**src/rtl/sub_serial_seq_if.sv**
```systemverilog
// Operand/result handshake bundle for sub_serial_seq: operands in on in_valid/in_ready,
// difference and flags out on out_valid/out_ready.
interface sub_serial_seq_if #(parameter int BYTES = 4) ();
    localparam int W = 8 * BYTES;

    logic         in_valid;
    logic         in_ready;
    logic [W-1:0] a;
    logic [W-1:0] b;
    logic         out_valid;
    logic         out_ready;
    logic [W-1:0] diff;
    logic         borrow;
    logic         ovf;
    logic         zero;

    modport master (
        output in_valid, a, b, out_ready,
        input  in_ready, out_valid, diff, borrow, ovf, zero
    );

    modport slave (
        input  in_valid, a, b, out_ready,
        output in_ready, out_valid, diff, borrow, ovf, zero
    );
endinterface

```
**src/rtl/sub_serial_seq.sv**
```systemverilog
// Byte-serial a-b through one 8-bit subtract slice; result BYTES cycles after accept.
// No overlap: in_ready only in IDLE, DONE holds the result until out_ready.
module sub_serial_seq #(
    parameter int BYTES = 4
) (
    input  logic              clk,
    input  logic              rst,
    sub_serial_seq_if.slave   bus
);
    localparam int W = 8 * BYTES;

    typedef enum logic [1:0] {IDLE, RUN, DONE} state_t;

    state_t       state_q, state_d;
    logic [2:0]   idx_q, idx_d;
    logic         carry_q, carry_d;
    logic [W-1:0] a_q, a_d;
    logic [W-1:0] b_q, b_d;
    logic [W-1:0] diff_q, diff_d;
    logic         borrow_q, borrow_d;
    logic         ovf_q, ovf_d;
    logic         zero_q, zero_d;

    logic [7:0]   a_byte, b_byte;
    logic [8:0]   sum;
    logic         last;
    logic [W-1:0] diff_wr;

    always_comb begin
        state_d  = state_q;
        idx_d    = idx_q;
        carry_d  = carry_q;
        a_d      = a_q;
        b_d      = b_q;
        diff_d   = diff_q;
        borrow_d = borrow_q;
        ovf_d    = ovf_q;
        zero_d   = zero_q;

        // Subtraction as a + ~b + 1, the +1 entering as the initial carry.
        a_byte  = a_q[8*int'(idx_q) +: 8];
        b_byte  = b_q[8*int'(idx_q) +: 8];
        sum     = {1'b0, a_byte} + {1'b0, ~b_byte} + {8'd0, carry_q};
        last    = (idx_q == 3'(BYTES - 1));
        diff_wr = diff_q;
        diff_wr[8*int'(idx_q) +: 8] = sum[7:0];

        case (state_q)
            IDLE: begin
                if (bus.in_valid) begin
                    a_d     = bus.a;
                    b_d     = bus.b;
                    idx_d   = '0;
                    carry_d = 1'b1;
                    diff_d  = '0;
                    state_d = RUN;
                end
            end
            RUN: begin
                diff_d  = diff_wr;
                carry_d = sum[8];
                idx_d   = idx_q + 3'd1;
                if (last) begin
                    // Flags use the full difference including the byte written now.
                    borrow_d = ~sum[8];
                    ovf_d    = (a_q[W-1] != b_q[W-1]) & (diff_wr[W-1] != a_q[W-1]);
                    zero_d   = ~|diff_wr;
                    idx_d    = '0;
                    state_d  = DONE;
                end
            end
            DONE: begin
                if (bus.out_ready) begin
                    state_d = IDLE;
                end
            end
            default: state_d = IDLE;
        endcase
    end

    always_ff @(posedge clk) begin
        if (rst) begin
            state_q  <= IDLE;
            idx_q    <= '0;
            carry_q  <= 1'b1;
            a_q      <= '0;
            b_q      <= '0;
            diff_q   <= '0;
            borrow_q <= 1'b0;
            ovf_q    <= 1'b0;
            zero_q   <= 1'b0;
        end else begin
            state_q  <= state_d;
            idx_q    <= idx_d;
            carry_q  <= carry_d;
            a_q      <= a_d;
            b_q      <= b_d;
            diff_q   <= diff_d;
            borrow_q <= borrow_d;
            ovf_q    <= ovf_d;
            zero_q   <= zero_d;
        end
    end

    assign bus.in_ready  = (state_q == IDLE);
    assign bus.out_valid = (state_q == DONE);
    assign bus.diff      = diff_q;
    assign bus.borrow    = borrow_q;
    assign bus.ovf       = ovf_q;
    assign bus.zero      = zero_q;
endmodule

```
**src/flat_wrapper.sv**
```systemverilog
// flat-port wrapper written by rule: the top's interface ports become plain ports
module sub_serial_seq_flat 
#(
    parameter int BYTES = 4
)
  (clk, rst, bus_in_valid, bus_a, bus_b, bus_out_ready, bus_in_ready, bus_out_valid, bus_diff, bus_borrow, bus_ovf, bus_zero);
  sub_serial_seq_if #(.BYTES(BYTES)) bus_i ();
  input  logic clk;
  input  logic rst;
  input wire logic [$bits(bus_i.in_valid)-1:0] bus_in_valid;
  input wire logic [$bits(bus_i.a)-1:0] bus_a;
  input wire logic [$bits(bus_i.b)-1:0] bus_b;
  input wire logic [$bits(bus_i.out_ready)-1:0] bus_out_ready;
  output wire logic [$bits(bus_i.in_ready)-1:0] bus_in_ready;
  output wire logic [$bits(bus_i.out_valid)-1:0] bus_out_valid;
  output wire logic [$bits(bus_i.diff)-1:0] bus_diff;
  output wire logic [$bits(bus_i.borrow)-1:0] bus_borrow;
  output wire logic [$bits(bus_i.ovf)-1:0] bus_ovf;
  output wire logic [$bits(bus_i.zero)-1:0] bus_zero;
  assign bus_i.in_valid = bus_in_valid;
  assign bus_i.a = bus_a;
  assign bus_i.b = bus_b;
  assign bus_i.out_ready = bus_out_ready;
  assign bus_in_ready = bus_i.in_ready;
  assign bus_out_valid = bus_i.out_valid;
  assign bus_diff = bus_i.diff;
  assign bus_borrow = bus_i.borrow;
  assign bus_ovf = bus_i.ovf;
  assign bus_zero = bus_i.zero;
  sub_serial_seq #(.BYTES(BYTES)) u_core (.clk(clk), .rst(rst), .bus(bus_i));
endmodule
```
**config.mk**
```make
export PLATFORM = sky130hd
export DESIGN_NAME = sub_serial_seq_flat
export DESIGN_NICKNAME = d
export VERILOG_FILES = /design/src/rtl/sub_serial_seq_if.sv /design/src/rtl/sub_serial_seq.sv /design/src/flat_wrapper.sv
export SDC_FILE = /design/constraint.sdc
export NUM_CORES = 1
export LEC_CHECK = 0
export ABC_AREA = 1
export BUFFER_PORTS_ARGS = -buffer_cell sky130_fd_sc_hd__buf_2
export CAP_MARGIN = 20
export CORE_MARGIN = 4
export CORE_UTILIZATION = 60
export DETAILED_ROUTE_END_ITERATION = 10
export HOLD_SLACK_MARGIN = 0.05
export PLACE_DENSITY_LB_ADDON = 0.12
export SLEW_MARGIN = 40
export SYNTH_ARGS = -nofsm -noshare
export SYNTH_HDL_FRONTEND = slang
export SYNTH_SLANG_ARGS = --single-unit
```
**constraint.sdc**
```tcl
create_clock -name clk -period 9.1 [get_ports clk]
set_input_delay 1.82 -clock clk [delete_from_list [all_inputs] [get_ports clk]]
set_output_delay 1.82 -clock clk [all_outputs]
set_load 0.01 [all_outputs]
```
==> flow_metrics.env <==
export IMPL_status="completed"
export IMPL_wl_mm=13.6
export IMPL_dpl_hpwl_mm=9.90
export IMPL_cts_hold_buffers=0
export IMPL_synth_top_area_share=0.400
export IMPL_grt_pass1_vias=4905
export IMPL_antenna_left=0
export IMPL_tightest_slew_ns=0.723
export IMPL_post_synth_mux_area_share=0
export IMPL_pwr_density_cell_mw_per_mm2=185
export IMPL_final_common_cell="nor2_1"
export IMPL_cts_resized_gates=0
export IMPL_fmaxAchievable_mhz=267
export IMPL_ys_flop_type="dfxtp_1"
export IMPL_async_flop_share=0
export IMPL_overflow=0
export IMPL_synth_xor_area_frac=0
export IMPL_clock_sinks=105
export IMPL_yosysTopAreaCell="dfxtp_1"
export IMPL_rsz0062_at_grt="false"
export IMPL_synth_seq_cells=105
export IMPL_synth_adder_area_share=0.0386
export IMPL_initial_core_util=0.627
export IMPL_relSlewSlack=0.518
export IMPL_drc=0
export IMPL_synth_seq_area_share=0.400
export IMPL_dp_cells=975
export IMPL_portBuffers=104
export IMPL_core_mm2=0.00838
export IMPL_pre_cts_slack_ns=5.37
export IMPL_hold_violations=0
export IMPL_cts_buffers=9
export IMPL_yosys_warnings=0
export IMPL_clkTransAtPathRegs_ns=0.11
export IMPL_die_width_um=102
export IMPL_grt_max_degree=67
export IMPL_syn_inst=803
export IMPL_first_pass_iters=6
export IMPL_fin_crit_ns=3.75
export IMPL_gp_congestion=0.928
export IMPL_synthSimpleGateAreaFrac=0.323
export IMPL_synth_compound_area_frac=0.172
export IMPL_grt_usage=0.269
export IMPL_critPathKind="register to register"
export IMPL_wire_per_inst_um=13.7
export IMPL_cts_root_buf="clkbuf_8"
export IMPL_critPathRequiredTime_ns=9.41
export IMPL_yosysUniqueCellTypes=30
export IMPL_cts_max_path_buffers=2
export IMPL_cts_setup_buffers=0
export IMPL_post_route_period_util=0.412
export IMPL_die_area_mm2=0.0103
export IMPL_antenna_found_initial=0
export IMPL_nFillCells=744
export IMPL_cp_max_fo=19
export IMPL_crit_arrival_ns=4.06
export IMPL_fin_skew_ns=0.0152
export IMPL_slew_violations=0
export IMPL_fin_setup_tns_ns=0
export IMPL_htree_levels=3
export IMPL_rows=33
export IMPL_drt_iter0_drc=315
export IMPL_yosys_top_cells_area="dfxtp_1, nor2_1, nand2_1"
export IMPL_viasPerCell=5.43
export IMPL_finalNetCount=964
export IMPL_worstSetupEndpointType="register"
export IMPL_vdd_ir_drop_max_mv=0.116
export IMPL_start_kind="register"
export IMPL_cts_tree="yes"
export IMPL_syn_num_nets=886
export IMPL_vias=5382
export IMPL_fin_cells=991
export IMPL_clock_latency_ns=0.37
export IMPL_synth_top_family_by_area="simple AND/OR/NAND/NOR gates"
export IMPL_whs_ns=0.471
export IMPL_syn_avg_cell_area_um2=6.55
export IMPL_syn2layout_area_growth_pct=14.0
export IMPL_setup_ws_ns=5.35
export IMPL_power_leakage_nw=2.77
export IMPL_hold_class="register to register"
export IMPL_die_y_um=102
export IMPL_mappedNetlistArea_mm2=0.00526
export IMPL_final_cell_mix="nor2_1, nand2_1, o21ai_0"
export IMPL_grt_first_pass_wirelength_mm=22.4
export IMPL_max_cap_viol_count=0
export IMPL_finalPower_mw=1.11
export IMPL_setup_viol=0
export IMPL_diodes=0
export IMPL_num_io_pins=105
export IMPL_synth_edf_count=0
export IMPL_drive_gt1_frac=0.157
cell families (layout without fill, tap and decap cells):
family | Yosys count | after routing
and+or+nand+nor | 420 | 420
AOI/OAI and AO/OA | 174 | 174
DFF | 105 | 105
buffers and inverters | 89 | 172
adders and majority gates | 15 | 15
metrics by stage:
stage                     instance area, um^2  utilization
after detailed placement                 5790        0.690
after floorplan                          5260            -
after global placement                   5780        0.690
final                                    6000        0.715
after CTS                                6000        0.715
after global routing                     6000        0.715
cell type report:
cell class | instances | area [um^2] | share of cell area
flip-flops and latches | 105 | 2100 | 0.351
repair buffers | 110 | 566 | 0.0943
multi-input cells | 609 | 2810 | 0.469
clock buffers | 10 | 138 | 0.0230
clock inverters | 6 | 72.6 | 0.0121
well taps | 105 | 131 | 0.0219
inverters | 46 | 175 | 0.0292
sequential cells by signal, indices dropped and copies added (netlist names):
| name | cells |
|---|---|
| u_core.carry_q | 1 |
| u_core.state_q | 2 |
| u_core.bus.zero | 1 |
| u_core.bus.ovf | 1 |
| u_core.bus.borrow | 1 |
| u_core.idx_q | 3 |
| u_core.b_q | 32 |
| u_core.a_q | 32 |
| u_core.bus.diff | 32 |
worst paths after layout:
kind | startpoint | end | slack [ns] | cells after the start
worst min register to register | u_core.bus.zero | u_core.bus.zero | 0.47 | 2
worst min-delay path | u_core.bus.zero | u_core.bus.zero | 0.47 | 2
worst max-delay path | u_core.idx_q[1] | u_core.bus.zero | 5.35 | 19
worst max register to register | u_core.idx_q[1] | u_core.bus.zero | 5.35 | 19
per-layer routing:
layer | global-route usage | vias up | wire length [um]
met2 | 0.469 | 186 | 6620
met5 | 0 | - | 0
met1 | 0.339 | 2423 | 5880
met4 | 0.0808 | 0 | 301
li1 | - | 2747 | -
met3 | 0.0461 | 26 | 820
cells in the mapped netlist (4+ instances only):
cell type,instances
nor2_1,208
nand2_1,158
o21ai_0,107
dfxtp_1,105
a21oi_1,50
inv_1,44
nand3_1,33
clkbuf_1,31
ha_1,13
o22ai_1,8
buf_1,7
nand4_1,6
buf_2,4
critical path: stages, from the launching register on:
cell     delay, ns
dfxtp_1       0.32
buf_4         0.21
inv_1         0.39
o21ai_0       0.16
o22ai_1       0.17
nand2_1       0.10
fa_1          0.46
fa_1          0.43
inv_1         0.07
nand2_1       0.06
and2_1        0.16
nand3_1       0.07
nand2_1       0.07
nor2_1        0.13
nand3_1       0.09
nor2_1        0.23
nand3_1       0.10
nor2_1        0.15
nand3_1       0.14
a21oi_1       0.14
report_power, final:
part	switching (mW)	total, mW	internal, mW
Clock	0.167	0.305	0.138
Combinational	0.198	0.300	0.101
Sequential	0.0158	0.504	0.488
Total	0.381	1.11	0.728
Note: power is estimated with default switching activity, not from simulation.
